==> src/rtl/sdram_arb_pkg.sv <==
// Shared types and constants for the SDRAM command arbiter: command codes,
// data-owner encoding, default geometry and the debug view of internal state.
package sdram_arb_pkg;

  localparam logic [1:0] CMD_NOP   = 2'b00;
  localparam logic [1:0] CMD_WR256 = 2'b01;
  localparam logic [1:0] CMD_RD32  = 2'b10;
  localparam logic [1:0] CMD_RD256 = 2'b11;

  localparam int         DEF_VID_BURSTS = 3072;
  localparam int         DEF_LINE_AW    = 12;
  localparam logic [2:0] DEF_VID_BASE   = 3'b100;

  typedef enum logic {
    OWN_VIDEO = 1'b0,
    OWN_CACHE = 1'b1
  } owner_e;

  typedef struct packed {
    owner_e owner;
    logic   phase;
    logic   ack_idle;
    logic   resync_pending;
  } arb_dbg_t;

  // Fixed priority: video refill starves nobody for long because a 32-byte
  // burst is short, so it always wins over the 256-byte cache transfers.
  function automatic logic [1:0] pick_cmd(input logic vid_req,
                                          input logic wr_req,
                                          input logic rd_req);
    if (vid_req)     return CMD_RD32;
    else if (wr_req) return CMD_WR256;
    else if (rd_req) return CMD_RD256;
    else             return CMD_NOP;
  endfunction

endpackage

==> src/rtl/sdram_cmd_arbiter_packer.sv <==
// vid_word_packer: pairs consecutive 16-bit SDRAM read half-words into one
// 32-bit video queue write (first half-word lands in the low half).
module vid_word_packer (
  input  logic        clk,
  input  logic        rst,
  input  logic        clear,
  input  logic        strobe,
  input  logic [15:0] din,
  output logic [31:0] vq_data,
  output logic        vq_wen,
  output logic        phase
);

  logic [15:0] low_q;

  always_ff @(posedge clk) begin
    if (!rst) begin
      phase   <= 1'b0;
      low_q   <= '0;
      vq_data <= '0;
      vq_wen  <= 1'b0;
    end else begin
      vq_wen <= 1'b0;
      // A fresh video grant restarts pairing so a stale half never leaks in.
      if (clear) begin
        phase <= 1'b0;
      end else if (strobe) begin
        if (!phase) begin
          low_q <= din;
          phase <= 1'b1;
        end else begin
          vq_data <= {din, low_q};
          vq_wen  <= 1'b1;
          phase   <= 1'b0;
        end
      end
    end
  end

endmodule

==> src/rtl/sdram_cmd_arbiter.sv <==
// SDRAM command arbiter: picks one command per cycle from video refill,
// cache write-back and cache fill, steers data strobes to the acknowledged
// owner and packs video half-words. Optional vsync re-alignment of the video
// address is built with `define ARB_VSYNC_RESYNC_EN.
//
// Handshake: sys_cmd is a level re-evaluated every cycle; the controller
// echoes the accepted code on sys_cmd_ack for one or more cycles and only the
// first nonzero cycle after an all-zero cycle counts as the acceptance.
module sdram_cmd_arbiter
  import sdram_arb_pkg::*;
#(
  parameter int         VID_BURSTS = DEF_VID_BURSTS,
  parameter logic [2:0] VID_BASE   = DEF_VID_BASE,
  parameter int         LINE_AW    = DEF_LINE_AW
) (
  input  logic               clk,
  input  logic               rst,
`ifdef ARB_VSYNC_RESYNC_EN
  input  logic               vsync,
`endif
  input  logic               vq_almost_empty,
  input  logic               cache_wr_req,
  input  logic               cache_rd_req,
  input  logic [LINE_AW-1:0] wb_addr,
  input  logic [LINE_AW-1:0] fill_addr,
  output logic [1:0]         sys_cmd,
  output logic [17:0]        sys_addr,
  input  logic [1:0]         sys_cmd_ack,
  input  logic               sys_rd_data_valid,
  input  logic               sys_wr_data_valid,
  input  logic [15:0]        sys_dout,
  output logic               cache_write_data,
  output logic               cache_read_data,
  output logic [31:0]        vq_data,
  output logic               vq_wen,
  output logic [LINE_AW-1:0] vid_adr,
  output arb_dbg_t           dbg
);

  localparam logic [LINE_AW-1:0] VID_LAST = LINE_AW'(VID_BURSTS - 1);

  logic   ack_idle_q;
  logic   ack_take;
  logic   vid_take;
  owner_e owner_q;
  owner_e owner_d;
  logic   vid_strobe;
  logic   phase;
  logic   resync_pending;

  // Command register: one cycle from request level to sys_cmd.
  always_ff @(posedge clk) begin
    if (!rst) sys_cmd <= CMD_NOP;
    else      sys_cmd <= pick_cmd(vq_almost_empty, cache_wr_req, cache_rd_req);
  end

  always_comb begin
    sys_addr = '0;
    case (sys_cmd)
      CMD_WR256: sys_addr = 18'({wb_addr, 6'b0});
      CMD_RD32:  sys_addr = 18'({VID_BASE, vid_adr, 3'b0});
      CMD_RD256: sys_addr = 18'({fill_addr, 6'b0});
      default:   sys_addr = '0;
    endcase
  end

  always_ff @(posedge clk) begin
    if (!rst) ack_idle_q <= 1'b0;
    else      ack_idle_q <= (sys_cmd_ack == CMD_NOP);
  end

  assign ack_take = ack_idle_q && (sys_cmd_ack != CMD_NOP);
  assign vid_take = ack_take && (sys_cmd_ack == CMD_RD32);

  // Owner FSM: state register.
  always_ff @(posedge clk) begin
    if (!rst) owner_q <= OWN_VIDEO;
    else      owner_q <= owner_d;
  end

  // Owner FSM: next state.
  always_comb begin
    owner_d = owner_q;
    if (ack_take) owner_d = (sys_cmd_ack == CMD_RD32) ? OWN_VIDEO : OWN_CACHE;
  end

  // Owner FSM: outputs. Strobes follow the owner latched before this cycle.
  always_comb begin
    cache_write_data = (owner_q == OWN_CACHE) && sys_rd_data_valid;
    cache_read_data  = (owner_q == OWN_CACHE) && sys_wr_data_valid;
    vid_strobe       = (owner_q == OWN_VIDEO) && sys_rd_data_valid;
  end

`ifdef ARB_VSYNC_RESYNC_EN
  logic vsync_q1;
  logic vsync_q2;

  always_ff @(posedge clk) begin
    if (!rst) begin
      vsync_q1       <= 1'b0;
      vsync_q2       <= 1'b0;
      resync_pending <= 1'b0;
    end else begin
      vsync_q1 <= vsync;
      vsync_q2 <= vsync_q1;
      if (vid_take)              resync_pending <= 1'b0;
      if (vsync_q1 && !vsync_q2) resync_pending <= 1'b1;
    end
  end
`else
  assign resync_pending = 1'b0;
`endif

  always_ff @(posedge clk) begin
    if (!rst) begin
      vid_adr <= '0;
    end else if (vid_take) begin
      if (resync_pending || (vid_adr == VID_LAST)) vid_adr <= '0;
      else                                         vid_adr <= vid_adr + LINE_AW'(1);
    end
  end

  vid_word_packer u_packer (
    .clk     (clk),
    .rst     (rst),
    .clear   (vid_take),
    .strobe  (vid_strobe),
    .din     (sys_dout),
    .vq_data (vq_data),
    .vq_wen  (vq_wen),
    .phase   (phase)
  );

  always_comb begin
    dbg.owner          = owner_q;
    dbg.phase          = phase;
    dbg.ack_idle       = ack_idle_q;
    dbg.resync_pending = resync_pending;
  end

endmodule

==> config.mk <==
export PLATFORM = sky130hd
export DESIGN_NAME = sdram_cmd_arbiter
export DESIGN_NICKNAME = d
export VERILOG_FILES = /design/src/rtl/sdram_arb_pkg.sv /design/src/rtl/sdram_cmd_arbiter_packer.sv /design/src/rtl/sdram_cmd_arbiter.sv
export SDC_FILE = /design/constraint.sdc
export NUM_CORES = 1
export LEC_CHECK = 0
export CAP_MARGIN = 25
export CELL_PAD_IN_SITES_DETAIL_PLACEMENT = 0
export CELL_PAD_IN_SITES_GLOBAL_PLACEMENT = 1
export CORE_MARGIN = 2
export CORE_UTILIZATION = 33
export CTS_CLUSTER_SIZE = 30
export DETAILED_ROUTE_END_ITERATION = 10
export HOLD_SLACK_MARGIN = 0.08
export MAX_ROUTING_LAYER = met4
export PLACE_DENSITY = 0.85
export SYNTH_ARGS = -nofsm -noshare
export SYNTH_HDL_FRONTEND = slang
export SYNTH_SLANG_ARGS = --single-unit
==> constraint.sdc <==
create_clock -name clk -period 3 [get_ports clk]
set_clock_uncertainty 0.15 [all_clocks]
set_input_delay 0.3 -clock clk [delete_from_list [all_inputs] [get_ports clk]]
set_output_delay 0.3 -clock clk [all_outputs]
set_load 0.01 [all_outputs]
==> results.toml, run 1 <==
[run_status]
status = "completed"

[clocking]
cts_tree = "yes"
holdBufCountCts = 0
clock-sinks = 66
ctsResizeCount = 0
clockBufferDepth = 2
clk_pin_slew_ns = 0.06
clkLatencyLatePin_ns = 0.33
cts-root-buf = "clkbuf_8"
h-tree-depth = 3
numCtsBuffers = 9
postCtsSetupBuffers = 0

[run]
drv_cap = 0

[logic_synthesis]
synthXorXnorAreaFrac = 0.0327
seq_area_frac_synth = 0.449
synthMuxAreaShare = 0.0412
synth.distinct_cells = 41
synth_top_family_by_area = "simple AND/OR/NAND/NOR gates"
yosys.area.top_type_share = 0.449
synthAdderAreaFrac = 0.00425
synth.avg_cell_area_um2 = 8.66
synth_top_cell_by_area = "dfxtp_1"
synth_area_leaders = "dfxtp_1 45%, nand2_1 13%, a21boi_0 8.4%"
synth_seq_cells = 66
synth_compound_area_frac = 0.172
ys_warn_count = 0
synthSimpleGateAreaFrac = 0.235
synthCells = 340
syn_area_um2 = 2950

[grt]
grt-ovfl-total = 0
globalRouteMet3Util = 0.0248
top_usage_layer = "met2"
grt_pass1_vias = 2462
grt.total_usage = 0.163
grt_max_degree = 60
grtUsageMet1 = 0.205
grt_util_met2 = 0.264
grt_pass1_wl_um = 12300
antenna_found_initial = 0

[pwr]
swShare = 0.248
vdd_ir_drop_max_uv = 246
internal-power_w = 0.00140
p_switching_w = 0.000462
seqPwrFrac = 0.500
leakagePower_nw = 1.51
power_density_nw_per_um2 = 437
pwr-share-comb = 0.146
power_frac_clock = 0.355

[timing]
worst_pin_slew_ns = 0.658
tns_ns = 0
grt_setup_unrepaired = "false"
min_period_over_period = 0.812
slew_viol_final = 0
hold_violations = 0
setup-violations-final = 0
fin_hold_ws_ns = 0.232
timing.final.crit_period_ns = 2.44
maxSlewHeadroom = 0.560
fmax_mhz = 410

[setup_path]
worst_path_max_delay_cell = "nor2b_1"
cp_slowest_stage_delay_ns = 0.54
crit_type = "reg -> out"
critPathCaptureType = "output port"
crit_family = "simple AND/OR/NAND/NOR gates"
path_cells = "nor2b_1, a22o_1, clkdlybuf4s50_1"
critPathBufInv = 1
start_kind = "flip-flop"
worst_ep_arrival_time_ns = 1.99
required_ns = 2.55
crit_fanout = 9

[hold_path]
hp-class = "in -> reg"

[drt]
drt_iter0_drc = 62
post_drt_via_cell_ratio = 4.65
antenna_left = 0
avgRoutedWirePerCell_um = 13.8
firstDrtPassIters = 4
wirelength_um = 7680
vias = 2582
drc = 0

[floorplan]
initial_core_util = 0.339
dieHeight_um = 98.5
fp-row-count = 34
core_area_um2 = 8680
io_pins = 120
die-area_um2 = 9700
dieWidth_um = 98.5

[placement]
gp_congestion = 0.842
dp_hpwl_um = 5530
portBuffers = 115
post-place-cells = 540

[final_layout]
layout.nets = 493
fin_util = 0.491
final_cell_mix = "114 x clkdlybuf4s50_1, 102 x nand2_1, 66 x dfxtp_1, 33 x a21boi_0, 15 x a21boi_1"
area_growth_pct = 44.6
num_antenna_cells = 0
final_common_cell = "clkdlybuf4s50_1"
drive_above_1_share = 0.0716
finalNonFillerCells = 555
logic make-up (layout without fill, tap and decap cells):
logic type      count (synthesis)  in the layout
mux                            11             11
other cells                     1              4
xor+xnor                       11             11
buf+inv                        32            136
fa+ha+maj                       1              1
compound gates                 66             66
flops                          66             66
simple gates                  152            152
per-layer routing:
layer | vias up | wire length, um
met1 | 1194 | 3510
met2 | 55 | 3780
li1 | 1323 | -
met4 | 0 | 120
met5 | - | 0
met3 | 10 | 277
registers in the layout, summed over array words and instances, names as in the netlist:
name	cells
ack_idle_q	1
owner_q	1
sys_cmd	2
u_packer.low_q	16
u_packer.phase	1
u_packer.vq_data	32
u_packer.vq_wen	1
vid_adr	12
worst paths after layout:
| path | start | to | slack, ns | cells past startpoint |
|---|---|---|---|---|
| worst max register to register | vid_adr[0] | vid_adr[3] | 1.16 | 5 |
| worst min-delay path | rst | vid_adr[10] | 0.23 | 3 |
| worst max-delay path | sys_cmd[0] | sys_addr[13] | 0.56 | 3 |
| worst min register to register | u_packer.low_q[6] | u_packer.low_q[6] | 0.31 | 2 |
area by class of cell:
class                      count  area, um2
clock inverter                 2       12.5
inverter                       1       3.75
tap                          108        135
sequential                    66       1320
fill                         854       4420
timing repair buffer         120       1180
multi-input combinational    245       1450
clock buffer                  13        159
synth_stat cells:
library cell and instances:
conb_1 1, xnor2_1 9, nor2b_1 7, nand2_1 102, nand2b_1 1, or3_1 2
nand4b_1 1, ha_1 1, and2_1 9, nor2_1 10, clkbuf_1 10, a22o_1 9
nor3b_1 2, a21boi_0 33, nand3_1 3, a21oi_1 1, o21ai_0 2, mux2_2 9
xor2_1 2, inv_1 1, mux2i_1 2, buf_2 8, dfxtp_1 66, o21a_1 1
nand3b_1 1, o31ai_1 1, a22oi_1 1, o211ai_1 1, nand4_2 1, nand4_1 3
nor3_1 2, a31oi_1 1, buf_4 10, a21boi_1 15, buf_6 3, and3b_1 1
nor3_4 1, nor4_1 2, and3_1 3, o21ai_4 1, or4b_2 1
power by group through the flow:
stage	Clock (W)	Sequential, W	Combinational [W]
after floorplan	0	0.000954	0.000135
after global placement	0	0.000950	0.000272
after detailed placement	0	0.000950	0.000274
after CTS	0.000679	0.000931	0.000275
after global routing	0.000718	0.000934	0.000296
final	0.000661	0.000931	0.000271
per-stage QoR:
stage                     setup slack, ns  power (W)  cell area, um2
after floorplan                      1.21    0.00109            2960
after global placement              0.766    0.00122            4090
after detailed placement            0.725    0.00122            4090
after CTS                           0.524    0.00189            4260
after global routing                0.415    0.00195            4260
final                               0.563    0.00186            4260
tightest hold or removal path, stage by stage:
cell,delay [ns]
buf_2,0.12
or4b_2,0.19
o21ai_0,0.06
(Power assumes the default switching activity.)
==> run 2: changes to the inputs <==
- CORE_UTILIZATION: 33 -> 31
- PLACE_DENSITY: 0.85 -> 0.8
- clock period: 3 -> 2.5 ns (I/O delays scaled with it)
==> run 2 against run 1 <==
Net effect:
- first-iteration DRC count grew 24%
- register-to-register slack worse by 0.53 ns
- via count is 3.0% higher
- largest power group unchanged
==> results.toml, run 2 (same netlist as run 1, synthesis figures left out) <==
[run_status]
status = "completed"

[final_layout]
biggestRegsByFlops = "u_packer.vq_data x32, u_packer.low_q x16, vid_adr x12"
seq_area_um2 = 1320
regMostFlops = "u_packer.vq_data"
final_cell_mix = "114 x clkdlybuf4s50_1, 102 x nand2_1, 66 x dfxtp_1, 33 x a21boi_0, 15 x a21boi_1"
multiInputGateArea_um2 = 1450
num_antenna_cells = 0
largest_register_ffs = 32
drive_above_1_share = 0.0819
area_growth_pct = 47.7
final_common_cell = "clkdlybuf4s50_1"
fill_cells = 914
layout.nets = 497

[clocking]
numCtsBuffers = 9
postCtsSetupBuffers = 0
h-tree-depth = 3
cts_tree = "yes"
holdBufCountCts = 0
ctsResizeCount = 0
clock-sinks = 66
cts-root-buf = "clkbuf_8"
clk_pin_slew_ns = 0.06
clockBufferDepth = 2
clkLatencyLatePin_ns = 0.33

[pwr]
swShare = 0.237
internal-power_w = 0.00180
power_frac_clock = 0.386
power_density_nw_per_um2 = 541
pwr-share-comb = 0.139
seqPwrFrac = 0.475
p_switching_w = 0.000558
leakagePower_nw = 1.55
vdd_ir_drop_max_uv = 248

[floorplan]
die-area_um2 = 10300
core_area_um2 = 9240
dieHeight_um = 101
initial_core_util = 0.319
fp-row-count = 35
dieWidth_um = 101
io_pins = 120

[timing]
hold_violations = 0
grt_setup_unrepaired = "false"
fin_ws_ns = 0.176
slew_viol_final = 0
setup-violations-final = 0
worst_pin_slew_ns = 0.593
min_period_over_period = 0.930
tns_ns = 0
fmax_mhz = 430
maxSlewHeadroom = 0.604
timing.final.crit_period_ns = 2.32
fin_hold_ws_ns = 0.178

[drt]
post_drt_via_cell_ratio = 4.58
drt_iter0_drc = 77
drc = 0
avgRoutedWirePerCell_um = 13.3
firstDrtPassIters = 4
wirelength_um = 7710
vias = 2660
antenna_left = 0

[grt]
grt-ovfl-total = 0
grt_pass1_wl_um = 12000
grt_max_degree = 60
antenna_found_initial = 0
grt.total_usage = 0.152
grt_pass1_vias = 2441

[setup_path]
worst_ep_arrival_time_ns = 1.92
required_ns = 2.10
crit_fanout = 15
start_kind = "flip-flop"
crit_type = "reg -> out"
critPathCaptureType = "output port"

[run]
drv_cap = 0

[placement]
place_ws_ns = 0.406
gp_congestion = 0.739
dp_hpwl_um = 5510
portBuffers = 115

[hold_path]
hp-class = "in -> reg"
run 2: cell count changes in the layout (fill, tap and decap cells not counted), sizes merged:
cell      change
buf           +4
bufinv        +1
clkinv        +1
clkinvlp      -1
run 2: final timing paths:
kind | start | end | slack (ns) | cells after the start
min reg2reg | u_packer.low_q[8] | u_packer.low_q[8] | 0.30 | 2
min | rst | vid_adr[10] | 0.18 | 3
max | sys_cmd[0] | sys_addr[10] | 0.18 | 4
max reg2reg | vid_adr[0] | vid_adr[9] | 0.63 | 5
run 2: layout make-up:
| cell class | instances | share of cell area |
|---|---|---|
| multi-input combinational | 245 | 0.332 |
| sequential | 66 | 0.304 |
| timing repair buffer | 124 | 0.279 |
| tap | 129 | 0.0371 |
| clock buffer | 13 | 0.0365 |
| clock inverter | 3 | 0.0109 |
| inverter | 1 | 0.000863 |
run 2: power groups by stage:
stage                     logic (W)  registers [W]  clock network (W)
after floorplan            0.000162        0.00114                  0
after global placement     0.000328        0.00114                  0
after detailed placement   0.000332        0.00114                  0
after CTS                  0.000333        0.00112           0.000946
after global routing       0.000357        0.00112           0.000984
final                      0.000327        0.00112           0.000908
run 2: routing by layer:
metal | global-route usage | up-vias | part of all wire
met5 | - | - | 0
met4 | 0.0561 | 0 | 0.011
met3 | 0.0221 | 6 | 0.031
met2 | 0.244 | 57 | 0.50
met1 | 0.195 | 1261 | 0.46
li1 | - | 1336 | -
run 2: critical path: stages, from the launching register on:
cell and delay, ns:
dfxtp_1 0.33, buf_4 0.21, mux2_2 0.35, a22o_1 0.22, clkdlybuf4s50_1 0.48
run 2: through the flow:
stage | area (um2) | util | cells | total power (W)
detailed placement | 4150 | 0.449 | 565 | 0.00147
CTS | 4350 | 0.471 | 581 | 0.00240
floorplan | 2960 | - | 343 | 0.00131
global route | 4350 | 0.471 | 581 | 0.00246
global placement | 4150 | 0.449 | 565 | 0.00147
finish | 4350 | 0.471 | 581 | 0.00235
==> run 3: changes to the inputs <==
- ABC_CLOCK_PERIOD_IN_PS: not set -> 2500
- CTS_CLUSTER_SIZE: 30 -> 16
==> results of run 3 <==
The final DEF is identical to that of run 2; final timing and power are the same.
